<file path="src/rtl/iteration_uart_sender_pkg.sv">
// Shared constants and FSM encoding for the sensor-iteration UART sender.
// The iteration and triad widths are common with the data parser.
package iteration_uart_sender_pkg;

  localparam int ITER_WIDTH       = 102;
  localparam int TRIAD_WIDTH      = 68;
  localparam int FRAME_DATA_BYTES = 13;
  localparam int WORD_WIDTH       = 8 * FRAME_DATA_BYTES;

  localparam logic [7:0] SYNC_BYTE_DEFAULT = 8'hA5;

  typedef enum logic [2:0] {
    ST_IDLE      = 3'd0,
    ST_ACK       = 3'd1,
    ST_SEND_SYNC = 3'd2,
    ST_WAIT_BYTE = 3'd3,
    ST_WAIT_LAST = 3'd4
  } state_t;

endpackage

</file>
<file path="src/rtl/iteration_uart_sender_uart_tx_byte.sv">
// UART 8N1 byte transmitter. done pulses in the final cycle of the stop bit, and a
// new start is accepted in that same cycle so consecutive bytes leave without a gap.
module uart_tx_byte #(
  parameter int CLKS_PER_BIT = 625
) (
  input  logic       clk_72MHz,
  input  logic       reset_n,
  input  logic       start,
  input  logic [7:0] data,
  output logic       tx,
  output logic       done,
  output logic       busy
);

  localparam int CW = (CLKS_PER_BIT > 1) ? $clog2(CLKS_PER_BIT) : 1;
  localparam logic [CW-1:0] CNT_ONE      = CW'(1);
  localparam logic [CW-1:0] CNT_LAST     = CW'(CLKS_PER_BIT - 1);
  localparam logic [CW-1:0] CNT_STOP_END = CW'(CLKS_PER_BIT - 2);
  localparam logic [3:0]    BIT_STOP     = 4'd9;

  logic [CW-1:0] cnt_q, cnt_d;
  logic [3:0]    bit_q, bit_d;
  logic [7:0]    shift_q, shift_d;
  logic          tx_q, tx_d;
  logic          busy_q, busy_d;
  logic          done_q, done_d;

  // Bit sequencing: start bit, 8 data bits LSB first, stop bit.
  always_comb begin
    cnt_d   = cnt_q;
    bit_d   = bit_q;
    shift_d = shift_q;
    tx_d    = tx_q;
    busy_d  = busy_q;
    done_d  = 1'b0;
    if (start && !busy_q) begin
      shift_d = data;
      tx_d    = 1'b0;
      busy_d  = 1'b1;
      bit_d   = 4'd0;
      cnt_d   = {CW{1'b0}};
    end else if (busy_q) begin
      // The last stop cycle runs with busy low so the next start lands on the bit boundary.
      if (bit_q == BIT_STOP && cnt_q == CNT_STOP_END) begin
        busy_d = 1'b0;
        done_d = 1'b1;
        cnt_d  = {CW{1'b0}};
      end else if (cnt_q == CNT_LAST) begin
        cnt_d = {CW{1'b0}};
        bit_d = bit_q + 4'd1;
        if (bit_q < 4'd8) begin
          tx_d    = shift_q[0];
          shift_d = {1'b0, shift_q[7:1]};
        end else begin
          tx_d = 1'b1;
        end
      end else begin
        cnt_d = cnt_q + CNT_ONE;
      end
    end else begin
      tx_d = 1'b1;
    end
  end

  // Transmitter state registers; line idles high.
  always_ff @(posedge clk_72MHz or negedge reset_n) begin
    if (!reset_n) begin
      cnt_q   <= {CW{1'b0}};
      bit_q   <= 4'd0;
      shift_q <= 8'h00;
      tx_q    <= 1'b1;
      busy_q  <= 1'b0;
      done_q  <= 1'b0;
    end else begin
      cnt_q   <= cnt_d;
      bit_q   <= bit_d;
      shift_q <= shift_d;
      tx_q    <= tx_d;
      busy_q  <= busy_d;
      done_q  <= done_d;
    end
  end

  assign tx   = tx_q;
  assign done = done_q;
  assign busy = busy_q;

endmodule

</file>
<file path="src/rtl/iteration_uart_sender.sv">
// Captures a parser iteration word, acknowledges it, and sends it as a
// SYNC + 13 data bytes + XOR checksum UART frame.
module iteration_uart_sender
  import iteration_uart_sender_pkg::*;
#(
  parameter int         CLKS_PER_BIT = 625,
  parameter logic [7:0] SYNC_BYTE    = SYNC_BYTE_DEFAULT,
  parameter int         ACK_TIMEOUT  = 255
) (
  input  logic                  clk_72MHz,
  input  logic                  reset_n,
  input  logic [ITER_WIDTH-1:0] sensor_iterations,
  input  logic                  sensor_data_avl,
  output logic                  reset_parser,
  output logic                  tx,
  output logic                  busy
);

  localparam logic [15:0] ACK_LAST   = 16'(ACK_TIMEOUT - 1);
  localparam logic [3:0]  DATA_BYTES = 4'(FRAME_DATA_BYTES);

  state_t                state_q, state_d;
  logic                  avl_q;
  logic [WORD_WIDTH-1:0] word_q, word_d;
  logic [7:0]            csum_q, csum_d;
  logic [3:0]            idx_q, idx_d;
  logic [15:0]           timer_q, timer_d;
  logic                  busy_q, busy_d;
  logic                  rp_q, rp_d;
  logic                  start_s;
  logic [7:0]            byte_s;
  logic                  tx_done_s;
  logic                  tx_busy_s;

  // Frame sequencing and parser handshake.
  always_comb begin
    state_d = state_q;
    word_d  = word_q;
    csum_d  = csum_q;
    idx_d   = idx_q;
    timer_d = timer_q;
    busy_d  = busy_q;
    rp_d    = rp_q;
    start_s = 1'b0;
    byte_s  = 8'h00;
    case (state_q)
      ST_IDLE: begin
        if (avl_q) begin
          word_d  = {{(WORD_WIDTH-ITER_WIDTH){1'b0}}, sensor_iterations};
          csum_d  = 8'h00;
          timer_d = 16'h0000;
          busy_d  = 1'b1;
          rp_d    = 1'b1;
          state_d = ST_ACK;
        end else begin
          state_d = ST_IDLE;
        end
      end
      ST_ACK: begin
        if (!avl_q || timer_q == ACK_LAST) begin
          rp_d    = 1'b0;
          state_d = ST_SEND_SYNC;
        end else begin
          timer_d = timer_q + 16'h0001;
        end
      end
      ST_SEND_SYNC: begin
        if (!tx_busy_s) begin
          start_s = 1'b1;
          byte_s  = SYNC_BYTE;
          idx_d   = 4'd0;
          state_d = ST_WAIT_BYTE;
        end else begin
          state_d = ST_SEND_SYNC;
        end
      end
      // The next byte is issued on the done pulse itself, so the line never idles mid-frame.
      ST_WAIT_BYTE: begin
        if (tx_done_s) begin
          start_s = 1'b1;
          if (idx_q < DATA_BYTES) begin
            byte_s  = word_q[WORD_WIDTH-1 -: 8];
            csum_d  = csum_q ^ word_q[WORD_WIDTH-1 -: 8];
            word_d  = {word_q[WORD_WIDTH-9:0], 8'h00};
            idx_d   = idx_q + 4'd1;
          end else begin
            byte_s  = csum_q;
            state_d = ST_WAIT_LAST;
          end
        end else begin
          state_d = ST_WAIT_BYTE;
        end
      end
      ST_WAIT_LAST: begin
        if (tx_done_s) begin
          busy_d  = 1'b0;
          state_d = ST_IDLE;
        end else begin
          state_d = ST_WAIT_LAST;
        end
      end
      default: begin
        busy_d  = 1'b0;
        rp_d    = 1'b0;
        state_d = ST_IDLE;
      end
    endcase
  end

  // State, capture and handshake registers.
  always_ff @(posedge clk_72MHz or negedge reset_n) begin
    if (!reset_n) begin
      state_q <= ST_IDLE;
      avl_q   <= 1'b0;
      word_q  <= {WORD_WIDTH{1'b0}};
      csum_q  <= 8'h00;
      idx_q   <= 4'd0;
      timer_q <= 16'h0000;
      busy_q  <= 1'b0;
      rp_q    <= 1'b0;
    end else begin
      state_q <= state_d;
      avl_q   <= sensor_data_avl;
      word_q  <= word_d;
      csum_q  <= csum_d;
      idx_q   <= idx_d;
      timer_q <= timer_d;
      busy_q  <= busy_d;
      rp_q    <= rp_d;
    end
  end

  uart_tx_byte #(
    .CLKS_PER_BIT(CLKS_PER_BIT)
  ) u_tx (
    .clk_72MHz(clk_72MHz),
    .reset_n  (reset_n),
    .start    (start_s),
    .data     (byte_s),
    .tx       (tx),
    .done     (tx_done_s),
    .busy     (tx_busy_s)
  );

  assign reset_parser = rp_q;
  assign busy         = busy_q;

endmodule

</file>
<file path="config.mk">
export PLATFORM = sky130hd
export DESIGN_NAME = iteration_uart_sender
export DESIGN_NICKNAME = d
export VERILOG_FILES = /design/src/rtl/iteration_uart_sender_pkg.sv /design/src/rtl/iteration_uart_sender_uart_tx_byte.sv /design/src/rtl/iteration_uart_sender.sv
export SDC_FILE = /design/constraint.sdc
export NUM_CORES = 1
export LEC_CHECK = 0
export CAP_MARGIN = 10
export CORE_ASPECT_RATIO = 1.75
export CORE_MARGIN = 3
export CORE_UTILIZATION = 50
export CTS_CLUSTER_SIZE = 30
export DETAILED_ROUTE_END_ITERATION = 10
export PLACE_DENSITY = 0.74
export SLEW_MARGIN = 10
export SYNTH_ARGS = -nofsm -noshare
export SYNTH_HDL_FRONTEND = slang
export SYNTH_SLANG_ARGS = --single-unit
</file>
<file path="constraint.sdc">
create_clock -name clk_72MHz -period 5.15 [get_ports clk_72MHz]
set_input_delay 1.03 -clock clk_72MHz [delete_from_list [all_inputs] [get_ports clk_72MHz]]
set_output_delay 1.03 -clock clk_72MHz [all_outputs]
set_load 0.05 [all_outputs]
</file>
# Yosys cells after proc, flatten, opt, wreduce, memory -nomap -nowiden
# Index checks and enable logic that the tools add are counted.
# op_classes
addsub	4
order_cmp	2
n_eq_ne	19
mux	58
bitwise	3
n_reduce_logical	23
# ops
operator	count
$mux 104	3
$pmux 104 s2	1
$mux 8	11
$mux 10	4
$mux 16	2
$pmux 16 s2	1
$pmux 8 s2	2
$mux 4	7
$eq 10x10->1 const B	2
$mux 1	18
$add 16x1->16 const B	1
$eq 16x8->1 const B	1
$pmux 3 s5	1
$mux 3	4
$reduce_and 3->1	4
$reduce_and 4->1	3
$reduce_bool 2->1	6
$add 10x1->10 const B	1
$ne 2x2->1 const B	5
$ne 3x3->1 const B	3
$add 4x1->4 const B	2
$lt 4x4->1 const B	2
$pmux 4 s2	1
$xor 8x8->8	1
14 further kinds	23
# word_totals
ff_bits	163
input_bits	105
out_inout_bits	3
elab_cells	123

# Longest topological paths before layout
# Gate-level depths: netlist of run 1.
# logic_depth
word_depth	6
depth_mapped	9
depth_no_buf	7

# Modules after synthesis
# Synthesis of run 1 repeated with hierarchy kept, for this count alone.
# hier_totals
cells_unflattened	780
hier_area_um2	7901.3
# by_module_without_submodules
module	n_inst	cells_per_inst	area_per_inst_um2	seq_area_each_um2
iteration_uart_sender	1	646	6553.8	3453.3
uart_tx_byte	1	134	1347.5	626.9

# Least setup slack after synthesis of run 1
# OpenSTA, ideal clock, no wires.
# synth_timing
path_kind	reg2reg
start	register timer_q[9]
end	register timer_q[2]
setup_ps	79
t_arrival_ps	1933
t_required_ps	5071
slack_ps	3138
stages_incl_launch_ff	6
path_buffers	0
period_less_slack_ps	2012
path_cell_list	dfrtp_1 -> or4_1 -> or4_4 -> or2_4 -> nand3_1 -> mux2i_1
# synth_via
elab_chain_len	4
# synth_rtl
item	line	rtl
start, declared	iteration_uart_sender.sv:27	logic [15:0] timer_q, timer_d;
start signal, assigned	iteration_uart_sender.sv:127	timer_q <= timer_d;
$eq 16x8->1	iteration_uart_sender.sv:60	if (!avl_q || timer_q == ACK_LAST) begin
$logic_or 1x1->1	iteration_uart_sender.sv:60	
$ne 2x2->1 (no source line)	--	
$reduce_and 3->1 (no source line)	--	
# No other way between the ends.
# A chain may end at the register's enable or synchronous reset.

# Final worst setup path of run 1
# layout_timing
start	register idx_q[0]
end	register word_q[44]
# layout_via
elab_chain_len	3
# layout_rtl
item	line	rtl
start, declared	iteration_uart_sender.sv:26	logic [3:0] idx_q, idx_d;
start signal, assigned	iteration_uart_sender.sv:126	idx_q <= idx_d;
$lt 4x4->1	iteration_uart_sender.sv:81	if (idx_q < DATA_BYTES) begin
$ne 2x2->1 (no source line)	--	
$reduce_and 4->1 (no source line)	--	
end signal, assigned	iteration_uart_sender.sv:115	word_q <= {WORD_WIDTH{1'b0}};
end signal, assigned	iteration_uart_sender.sv:124	word_q <= word_d;
end, declared	iteration_uart_sender.sv:24	logic [WORD_WIDTH-1:0] word_q, word_d;
# No other way between the ends.

==> results.md, run 1 <==
Route:
- The remaining routing DRC violations is 0.
- The detailed router placed 6,255 vias in this run.
- The detailed-router iteration count before antenna repair is 5.
- The antenna violation net count after detailed routing is 0.
- The number of vias per cell after detailed routing is 5.535.
- The number of DRC markers after the initial detailed-route iteration is 340.
- Dividing the detail-routed wire length by the instance count gives 15.51 um.
- The total wirelength of the detailed-routed design is 17,530 um.

Cells and area:
- The non-filler instance count after layout is 1,130.
- The final design utilization is 62.93%.
- Summing all non-filler instances in the final layout gives an area of 9384 um2.
- The area growth from synthesis to layout is 22.45%.
- The number of diodes is 0.
- For this run, the post-layout net count is 1,047.
- The number of filler instances in the final layout is 1,273.
- The post-route netlist has 6.653% of its cells at a drive strength greater than 1.

Critical path:
- STA puts the critical path data arrival time at 3.28 ns.
- In this run the worst path has a maximum fanout of 100.
- The required arrival time at the worst endpoint is 5.47 ns.
- STA classifies the critical path endpoint as a flip-flop.
- The element type at the critical path start is a flip-flop.
- For the worst flop-to-flop path, the logic depth is 8.
- The worst setup path is of the flip-flop to flip-flop kind.

Logic synthesis:
- The flip-flop and latch count after synthesis is 163.
- Of the total synthesized cell area, the portion taken by AND, OR, NAND and NOR gates is 23.71%.
- After synthesis, the largest family of logic cells by area is simple AND/OR/NAND/NOR gates.
- Among all flip-flop cells after synthesis, the most frequent one is dfrtp_1.
- The fraction of synthesized area in multiplexers is 2.482%.
- Summing every instance area after synthesis gives 7664 um2.
- The share of synthesized flip-flops with an asynchronous set or reset is 100.0%.
- The number of nets in the synthesized netlist is 969.
- Counting distinct cell types in the post-synthesis netlist gives 61.
- The synthesized netlist devotes 13.70% of its cell area to compound gates.
- The warning count from the yosys run is 0.
- Of the total synthesized cell area, the portion taken by XOR and XNOR cells is 2.057%.
- Counting every instance in the synthesized netlist gives 856.
- The sequential-to-total area share from yosys stat is 53.24%.
- The number of enable-type register cells in the synthesized netlist is 0.
- The post-synthesis adder-cell area fraction is 1.306%.
- A synthesized cell averages 8.953 um2.

Flow run:
- The number of maximum-capacitance constraint violations is 0.

Worst hold path:
- The worst hold path class is flip-flop to flip-flop.
- The worst hold path passes through 2 cells.

CTS:
- Once the clock tree was built, the resizer swapped 0 gates to a different size.
- Hold repair after CTS inserted 0 buffers.
- The cell chosen for the clock root is clkbuf_16.
- The TritonCTS clock tree is yes.
- Counting along the longest clock path gives a buffer depth of 2.
- For the worst-skew pair, the clock arrives at the later sink with an insertion delay of 0.42 ns.
- Clock-pin slew was measured on the worst setup and hold paths at 0.06 ns.
- The post-CTS setup buffer count is 0.
- Counting every sink on the clock net gives 163.
- The number of clock buffers added by TritonCTS is 17.
- The H-tree was split into 4 levels.

Run status:
- The flow ran to the end, and the final reports show no timing, DRC or antenna violations.

STA:
- The routed design could run at a clock period as short as 2.956 ns.
- The final clock period utilization by the worst path is 57.39%.
- Static timing analysis puts the maximum clock frequency at 0.3383 GHz.
- Setup slack closes at 2.194 ns.
- The final max-slew violation count is 0.
- After routing, the total negative slack on setup checks comes to 0 ns.
- The worst pin sits at a relative slew slack of 31.95%.
- Across all hold checks on the routed design, the worst slack comes to 0.4694 ns.
- Setup repair after global routing left no endpoint under its margin.
- The final hold violation count was 0.
- Between clock sinks in the finished design, the worst skew comes to 0.01165 ns.
- The number of endpoints failing setup at the final stage is 0.
- At the pin with the least slew margin, the transition time is 1.021 ns.

GRT:
- The first global-routing pass estimated 29,200 um of wire.
- The pin count of the biggest net entering global routing is 108.
- The number of global-route vias before repair came to 6,132.
- The initial antenna violation count is 0.
- Across every metal layer, demand over resource in global routing totals 21.43%.
- The sum of overflow across all layers after global routing is 0.

Die:
- The placement row count is 59.
- The die is 99.59 um wide.
- The I/O pin count is 108.
- The floorplan step defined a core boundary enclosing 14,910 um2.
- In this run the vertical extent of the chip is 169.8 um.
- The floorplan step defined a die boundary enclosing 16,910 um2.
- For this configuration, the core starts out at a cell density of 51.39%.

Placed design:
- Port buffering added 107 buffers.
- Routability-driven placement finished with a final weighted congestion of 0.8174.
- The worst slack at placement is 2.184 ns.
- The post-detailed-placement cell area is 8816 um2.
- The number of placed instances, taps included, is 1,098.
- Once detailed placement completed, the half-perimeter wirelength came to 11,660 um.

Power:
- After layout, the design draws a total of 4.593 mW.
- Power spread over the standard cell area amounts to 489.4 nW/um2.
- Across the VDD grid, the largest voltage drop is 0.3760 mV.
- The static leakage is 4.060 nW.
-- path summary, 6_finish.rpt --
| path | to | slack, ns | startpoint |
|---|---|---|---|
| max | word_q[44] | 2.19 | idx_q[0] |
| min | word_q[103] | 0.47 | word_q[95] |
| max reg2reg | word_q[44] | 2.19 | idx_q[0] |
| min reg2reg | word_q[103] | 0.47 | word_q[95] |
| max in group asynchronous | u_tx.tx | 3.36 | reset_n |
| min in group asynchronous | timer_q[2] | 0.72 | reset_n |
-- kinds of logic (layout without fill, tap and decap cells) --
logic type,count (synthesis),count (layout)
xor+xnor,18,18
compound gates,161,161
mux,19,19
simple gates,423,423
fa+ha+maj,8,8
flops,163,163
buf+inv,64,155
-- per-layer routing --
| layer | track usage (%) | share of wire (%) | vias up |
|---|---|---|---|
| met5 | 0 | 0 | - |
| met4 | 7.967 | 1.9 | 0 |
| met3 | 3.702 | 2.8 | 21 |
| met2 | 37.68 | 54 | 123 |
| met1 | 26.19 | 42 | 3011 |
| li1 | - | - | 3100 |
-- final cells by class --
cell class	instances	area, um2	share of cell area (%)
Sequential cell	163	4080	43.48
Multi-Input combinational cell	629	3336	35.55
Timing Repair Buffer	114	1137	12.12
Clock buffer	19	442.9	4.720
Tap cell	183	229.0	2.440
Clock inverter	13	125.1	1.333
Inverter	9	33.78	0.3600
-- cells in the mapped netlist, types with 8 or more instances --
cell / instances / area (um2)
clkbuf_1: 36 / 135.1
buf_2: 17 / 85.08
a22o_1: 8 / 70.07
nor2_1: 122 / 457.9
a31oi_1: 99 / 619.3
nand2_1: 222 / 833.3
ha_1: 8 / 100.1
nand3_1: 20 / 100.1
inv_1: 9 / 33.78
dfrtp_1: 162 / 4054
a21oi_1: 12 / 60.06
xor2_1: 13 / 113.9
o21ai_0: 13 / 65.06
mux2i_1: 19 / 190.2
-- critical path, cell delays in order (launching register included) --
cell	delay (ns)
dfrtp_1	0.42
inv_1	0.08
ha_1	0.13
nand3b_1	0.49
nand3_1	0.35
nand2_4	0.69
buf_12	0.41
nor2_1	0.07
a31oi_1	0.18
-- power by group --
group / total (mW) / internal [mW] / leakage [nW] / switching (mW)
Combinational: 1.30 / 0.552 / 1.88 / 0.749
Clock: 1.22 / 0.687 / 0.275 / 0.533
Sequential: 2.07 / 1.75 / 1.90 / 0.319
-- cell usage in the layout, fill, tap and decap left out, types with 2 or more instances in the layout --
| cell | netlist | routed |
|---|---|---|
| xor2_1 | 13 | 13 |
| nand4b_1 | 3 | 3 |
| o21ai_1 | 2 | 2 |
| ha_1 | 8 | 8 |
| inv_1 | 9 | 9 |
| or2_2 | 3 | 3 |
| dfrtp_1 | 162 | 162 |
| nand3_1 | 20 | 19 |
| clkdlybuf4s50_1 | 0 | 106 |
| a22oi_1 | 3 | 3 |
| xnor2_1 | 5 | 5 |
| a21oi_1 | 12 | 12 |
| or3_1 | 4 | 4 |
| and3_1 | 4 | 4 |
| nor3_1 | 7 | 7 |
| clkbuf_16 | 0 | 17 |
| nand2b_1 | 3 | 3 |
| clkinvlp_4 | 0 | 2 |
| or3_2 | 3 | 3 |
| nor3b_1 | 4 | 4 |
| nor2_1 | 122 | 122 |
| buf_4 | 0 | 6 |
| nand2_1 | 222 | 221 |
| o22ai_1 | 6 | 6 |
| mux2i_1 | 19 | 19 |
| or4_1 | 3 | 3 |
| o21ai_0 | 13 | 13 |
| nand4_1 | 7 | 7 |
| nor2b_1 | 5 | 5 |
| a31oi_1 | 99 | 99 |
| o31ai_1 | 3 | 3 |
| clkinv_4 | 0 | 3 |
| inv_6 | 0 | 5 |
| a22o_1 | 8 | 8 |
| clkinv_2 | 0 | 2 |
-- registers in the layout, summed over array words and instances (netlist names) --
signal	count
u_tx.tx	1
reset_parser	1
state_q	3
u_tx.busy	1
word_q	104
u_tx.done	1
avl_q	1
u_tx.shift_q	8
csum_q	8
u_tx.cnt_q	10
timer_q	16
busy	1
idx_q	4
u_tx.bit_q	4
Power figures use the tool's default switching activity.
==> run 2: changes to the inputs <==
==> constraint.sdc (replaced) <==
create_clock -name clk_72MHz -period 3 [get_ports clk_72MHz]
set_input_delay 0.6 -clock clk_72MHz [delete_from_list [all_inputs] [get_ports clk_72MHz]]
set_output_delay 0.6 -clock clk_72MHz [all_outputs]
set_load 0.05 [all_outputs]
==> results.md, run 2 (same netlist as run 1, synthesis figures left out) <==
Cells and area:
- The number of antenna diodes in the final layout is 0.
- For this run, the post-layout net count is 1,056.
- Compared with the post-synthesis result, the final layout area differs by 24.78%.
- The finished cells cover 9563 um2.
- The area of the multi-input gates is 3336 um2.
- The largest registers in the layout are word_q: 104 flops, timer_q: 16 flops, u_tx.cnt_q: 10 flops.
- The number of filler instances in the final layout is 1,244.
- The leading cell type in the layout, fill and taps excluded is nand2_1.
- The area occupied by registers is 4080 um2.
- The post-route netlist has 7.636% of its cells at a drive strength greater than 1.
- The number of flip-flops under the largest register name is 104.
- The largest register by flop count is word_q.
- The top cell types in the final layout, fill and taps aside, are nand2_1, dfrtp_1, nor2_1.

Die:
- The die covers 16,910 um2.
- The placement row count is 59.
- The die boundary height is 169.8 um.
- The I/O pin count is 108.
- The area of the core is 14,910 um2.
- The width of the chip is 99.59 um.
- Once the floorplan was initialized, standard cells occupied 51.39% of the core.

Route:
- Before antenna repair, the detailed router went through 7 iterations.
- The remaining routing DRC violations is 0.
- The final layout contains routed wiring with a total length of 18,020 um.
- The detailed router placed 6,391 vias in this run.
- For this block, the initial DRC count from the detailed router was 351.
- After detailed routing, the average wire length per cell comes to 15.82 um.
- The number of vias per cell after detailed routing is 5.611.
- The antenna violation net count after detailed routing is 0.

Critical path:
- Data on the critical path is required at its endpoint by 3.33 ns.
- Data on the critical path arrives at its endpoint at 2.72 ns.
- The sort of element at the end of the critical path is a flip-flop.
- The critical path is of the flip-flop to flip-flop type.
- The path depth of the worst reg2reg path is 5.
- The element type at the critical path start is a flip-flop.
- Along the worst path, the maximum fanout reaches 40.

GRT:
- Across every metal layer, demand over resource in global routing totals 22.05%.
- The pin count of the biggest net entering global routing is 96.
- For this run, global-route usage on met3 was measured as 3.579%.
- For met2 alone, demand over resource in global routing was 40.19%.
- The first global-routing pass estimated 29,750 um of wire.
- The sum of overflow across all layers after global routing is 0.
- The initial antenna violation count is 0.
- The number of global-route vias before repair is 6,345.
- The met1 layer usage reported by global route is 25.22%.
- met2 is the most crowded layer.

STA:
- The number of endpoints failing setup at the final stage is 0.
- The maximum clock frequency is 0.4188 GHz.
- Adding up every negative setup slack in the final design gives 0 ns.
- Across all hold checks on the routed design, the worst slack comes to 0.1616 ns.
- Subtracting the final worst setup slack from the clock period gives 2.388 ns.
- On the final layout, the worst clock skew is 0.01027 ns.
- The slew at the pin with the worst max-slew slack is 0.9309 ns.
- In the finished design, the share of the clock period the worst path needs comes to 79.60%.
- The final max-slew violation count is 0.
- The headroom to the max-slew limit is 37.94%.
- Setup repair after global routing left no endpoint under its margin.
- The final hold violation count came to 0.

Flow run:
- Across the run, the number of max-cap violations was 0.

CTS:
- The number of buffers inserted for hold repair after clock tree synthesis is 0.
- The worst-case clock buffer depth is 2.
- The number of clock buffers added by TritonCTS is 17.
- The post-CTS setup buffer count is 0.
- Clock-pin slew was measured on the worst setup and hold paths at 0.07 ns.
- The later pin in the worst-skew pair is clocked with a latency of 0.42 ns.
- The TritonCTS clock tree is yes.
- The maximum level of the CTS H-tree is 4.
- Post-CTS repair changed the size of 0 cells.
- The clock drives 163 sinks.
- The cell sitting at the root of the clock tree is a clkbuf_16.

Power:
- IR analysis of the VDD net gives a maximum drop of 0.5304 mV.
- The static leakage is 4.152 nW.
- The power density of the placed cells is 850.1 nW/um2.
- Overall power consumption after layout is estimated at 8.129 mW.

Placed design:
- After legalization and detailed placement, the total HPWL measured 12,440 um.
- The weighted congestion at the end of routability-driven global placement is 0.8369.
- After detailed placement, the total cell area comes to 8934 um2.
- The count of buffers from port buffering is 107.

Run status:
- The flow ran to the end, and the final reports show no timing, DRC or antenna violations.

Worst hold path:
- The tightest min-delay check is of the input pin to asynchronous set/reset pin type.
## run 2: stage by stage
step | setup slack (ns) | util, % | std cells
floorplan | 0.9878 | - | 856
global placement | 0.6908 | 59.91 | 1107
detailed placement | 0.6266 | 59.91 | 1107
CTS | 0.5975 | 64.13 | 1139
global route | 0.4465 | 64.13 | 1139
finish | 0.6120 | 64.13 | 1139
## run 2: report_power, final
group	switching, mW	leakage [nW]	internal (mW)
registers	0.546	1.90	3.01
logic	1.31	1.94	0.955
clock network	0.951	0.306	1.36
## run 2: final timing paths
| kind | startpoint | slack (ns) | end |
|---|---|---|---|
| min in group clk_72MHz | word_q[95] | 0.47 | word_q[103] |
| min reg2reg | word_q[95] | 0.47 | word_q[103] |
| max | state_q[0] | 0.61 | word_q[11] |
| max reg2reg | state_q[0] | 0.61 | word_q[11] |
| min | reset_n | 0.16 | timer_q[9] |
| max in group asynchronous | reset_n | 2.13 | word_q[100] |
## run 2: layout make-up
class                      count  share of cell area [%]
sequential                   163                   42.67
timing repair buffer         123                   13.12
inverter                       9                  0.3533
clock inverter                14                   1.989
multi-input combinational    629                   34.88
clock buffer                  18                   4.592
tap                          183                   2.394
## run 2: critical path: stages, from the launching register on
cell and delay, ns:
dfrtp_1 0.49, or4b_1 0.78, nand2_4 0.46, buf_4 0.34
nor2_1 0.06, a31oi_1 0.16
## run 2: metal layers
layer / up-vias / routed length, um
met5: - / 0
met4: 0 / 483
met3: 32 / 641
met2: 172 / 9913
met1: 3068 / 6985
li1: 3119 / -
==> run 3: changes to the inputs <==
--- a/config.mk
+++ b/config.mk
@@ -11,7 +11,7 @@
 export CORE_UTILIZATION = 50
 export CTS_CLUSTER_SIZE = 30
 export DETAILED_ROUTE_END_ITERATION = 10
-export PLACE_DENSITY = 0.74
+export PLACE_DENSITY = 0.77
 export SLEW_MARGIN = 10
 export SYNTH_ARGS = -nofsm -noshare
 export SYNTH_HDL_FRONTEND = slang
==> constraint.sdc (replaced) <==
create_clock -name clk_72MHz -period 2.1 [get_ports clk_72MHz]
set_input_delay 0.42 -clock clk_72MHz [delete_from_list [all_inputs] [get_ports clk_72MHz]]
set_output_delay 0.42 -clock clk_72MHz [all_outputs]
set_load 0.05 [all_outputs]
==> results.md, run 3 (same netlist as run 1, synthesis figures left out) <==
Placed design:
- Routability-driven placement finished with a final weighted congestion of 0.8600.
- OpenSTA, run right after detailed placement, puts the worst setup slack at 0.01999 ns.
- Buffers placed on the I/O ports in this run total 107.
- The detailed-placement wirelength estimate is 12,670 um.

Cells and area:
- The number of flip-flops under the largest register name is 104.
- Relative to the synthesized area, the layout overhead comes to 27.74%.
- Leaving out fill and tap cells, the most frequent cells in the layout are nand2_1, dfrtp_1, nor2_1.
- Ranked by flip-flop count, first place goes to word_q.
- The leading cell type in the layout, fill and taps excluded is nand2_1.
- The final layout contains 1,079 nets.
- 0 antenna diodes ended up in the layout.
- The share of cells above drive strength 1 is 10.11%.
- In the final layout, the registers with the most flip-flops are word_q: 104 flops, timer_q: 16 flops, u_tx.cnt_q: 10 flops.

CTS:
- The cell chosen for the clock root is clkbuf_16.
- The TritonCTS clock tree is yes.
- The clock-pin slew reported for the worst setup and hold paths after clock tree synthesis is 0.06 ns.
- The number of buffers created by CTS is 17.
- The clock passes through at most 2 buffers.
- The H-tree was split into 4 levels.
- The clock sink count is 163.
- For the worst-skew pair, the clock arrives at the later sink with an insertion delay of 0.42 ns.

Route:
- The antenna violation net count after detailed routing is 0.
- The number of DRC markers after the initial detailed-route iteration is 368.
- The total wirelength of the detailed-routed design is 18,230 um.
- The detailed-router iteration count before antenna repair is 4.
- The number of vias per cell after detailed routing is 5.582.
- The remaining routing DRC violations is 0.
- After detailed routing, the average wire length per cell comes to 15.69 um.
- The routed layout has 6,486 vias.

Die:
- The die is 169.8 um tall.
- Once the floorplan was initialized, standard cells occupied 51.39% of the core.
- Measured along the x axis, the die boundary spans 99.59 um.
- The I/O pin count is 108.
- The area enclosed by the die boundary is 16,910 um2.
- The area of the core is 14,910 um2.
- The placement row count is 59.

Run status:
- The flow ran to the end, and the final reports show no timing, DRC or antenna violations.

Critical path:
- At the worst endpoint, the required time is 2.39 ns.
- The worst register-to-register path has a depth of 6.
- By startpoint and endpoint, the worst setup path is classified as flip-flop to flip-flop.
- The data arrival at the endpoint of the critical path is 2.37 ns.
- The worst setup path is launched from a flip-flop.
- The maximum single-stage delay on the critical path is 0.57 ns.
- The worst setup path is captured at a flip-flop.
- Walking the worst path, the cells encountered are or4_1 -> or4_4 -> o21ai_4 -> buf_6 -> or3_2 -> a21oi_1.
- The peak fanout along the critical path is 8.
- The cell with the biggest individual delay on the critical path is or4_4.

STA:
- The slew at the pin with the worst max-slew slack is 0.6373 ns.
- Setup repair after global routing could not meet its margin everywhere.
- Final hold analysis gives a worst-case slack of 0.4380 ns.
- The maximum clock frequency is 0.4822 GHz.
- The number of endpoints failing setup at the final stage is 0.
- The worst path meets setup with 0.02624 ns of slack.
- Clock skew on the completed layout was measured at 0.01191 ns.
- Dividing the final minimum period by the clock period gives 98.75%.
- The final hold violation count is 0.
- The worst path in the final design needs a cycle of 2.074 ns, including I/O delays and setup.
- The final max-slew violation count is 0.
- The headroom to the max-slew limit is 57.43%.

GRT:
- The global-route wire length before repair is 30,810 um.
- The number of global-route vias before repair is 6,491.
- The total overflow left after global routing is 0.
- Entering global routing, the biggest net connects 96 pins.
- The overall global routing resource usage is 22.57%.
- The initial antenna violation count is 0.

Worst hold path:
- Counting instances, the worst hold path has a depth of 1.
- The worst hold path class is input pin to flip-flop.

Power:
- In this run the power density over the cells is 1175 nW/um2.
- The static leakage is 4.268 nW.
- The worst ir drop on vdd is 0.8521 mV.

Flow run:
- Across the run, the number of max-cap violations was 0.
## run 3: cell types whose count changed in the layout (fill, tap and decap cells not counted), moves of 2 or more
cell	change
buf_12	+5
buf_4	+16
buf_6	+2
bufinv_16	-2
clkinv_4	-3
clkinvlp_4	+2
inv_6	+2
inv_8	-2
nand3_1	-2
nand3_2	+2
## run 3: cell type report
type	count	area, um2
Sequential cell	163	4080
Tap cell	183	229.0
Clock inverter	12	118.9
Fill cell	1204	5122
Multi-Input combinational cell	629	3373
Timing Repair Buffer	146	1498
Clock buffer	20	456.7
Inverter	9	33.78
## run 3: final timing paths
path,startpoint,endpoint,slack (ns)
setup / recovery,timer_q[9],timer_q[3],0.03
hold reg to reg,word_q[94],word_q[102],0.48
max in group asynchronous,reset_n,u_tx.tx,0.89
min in group asynchronous,reset_n,avl_q,0.54
setup reg to reg,timer_q[9],timer_q[3],0.03
hold / removal,sensor_data_avl,avl_q,0.44
## run 3: repair_timing
action,in CTS,in global routing
setup endpoints to repair,0,17
setup buffers,0,1
endpoints found under the hold margin,23,0
resized for setup,0,9
hold buffers,1,0
## run 3: power by group
group | internal, mW | switching (mW)
combinational | 1.48 | 1.92
sequential | 4.30 | 0.766
clock | 1.72 | 1.32
## run 3: worst max-delay path: cells and delay by family, from the launching register on
family	cells	cell delay [ns]
simple gates	3	1.19
flops	1	0.37
compound gates	2	0.24
buf+inv	1	0.15
## run 3: metal layers
layer	wire (um)	GRT usage (%)	share of wire (%)
met5	0	0	0
met4	537	8.859	2.9
met3	558	3.455	3.1
met2	10010	40.13	55
met1	7120	27.24	39
## run 3: through the flow
step / setup TNS (ns) / cells / area, um2 / utilization, % / total power [mW]
after floorplan: 0 / 856 / 7664 / - / 7.312
final: 0 / 1162 / 9789 / 65.65 / 11.50
after global placement: 0 / 1128 / 9154 / 61.39 / 8.363
after CTS: 0 / 1161 / 9739 / 65.31 / 11.57
after global routing: -0.2475 / 1162 / 9789 / 65.65 / 12.31
after detailed placement: 0 / 1128 / 9154 / 61.39 / 8.498
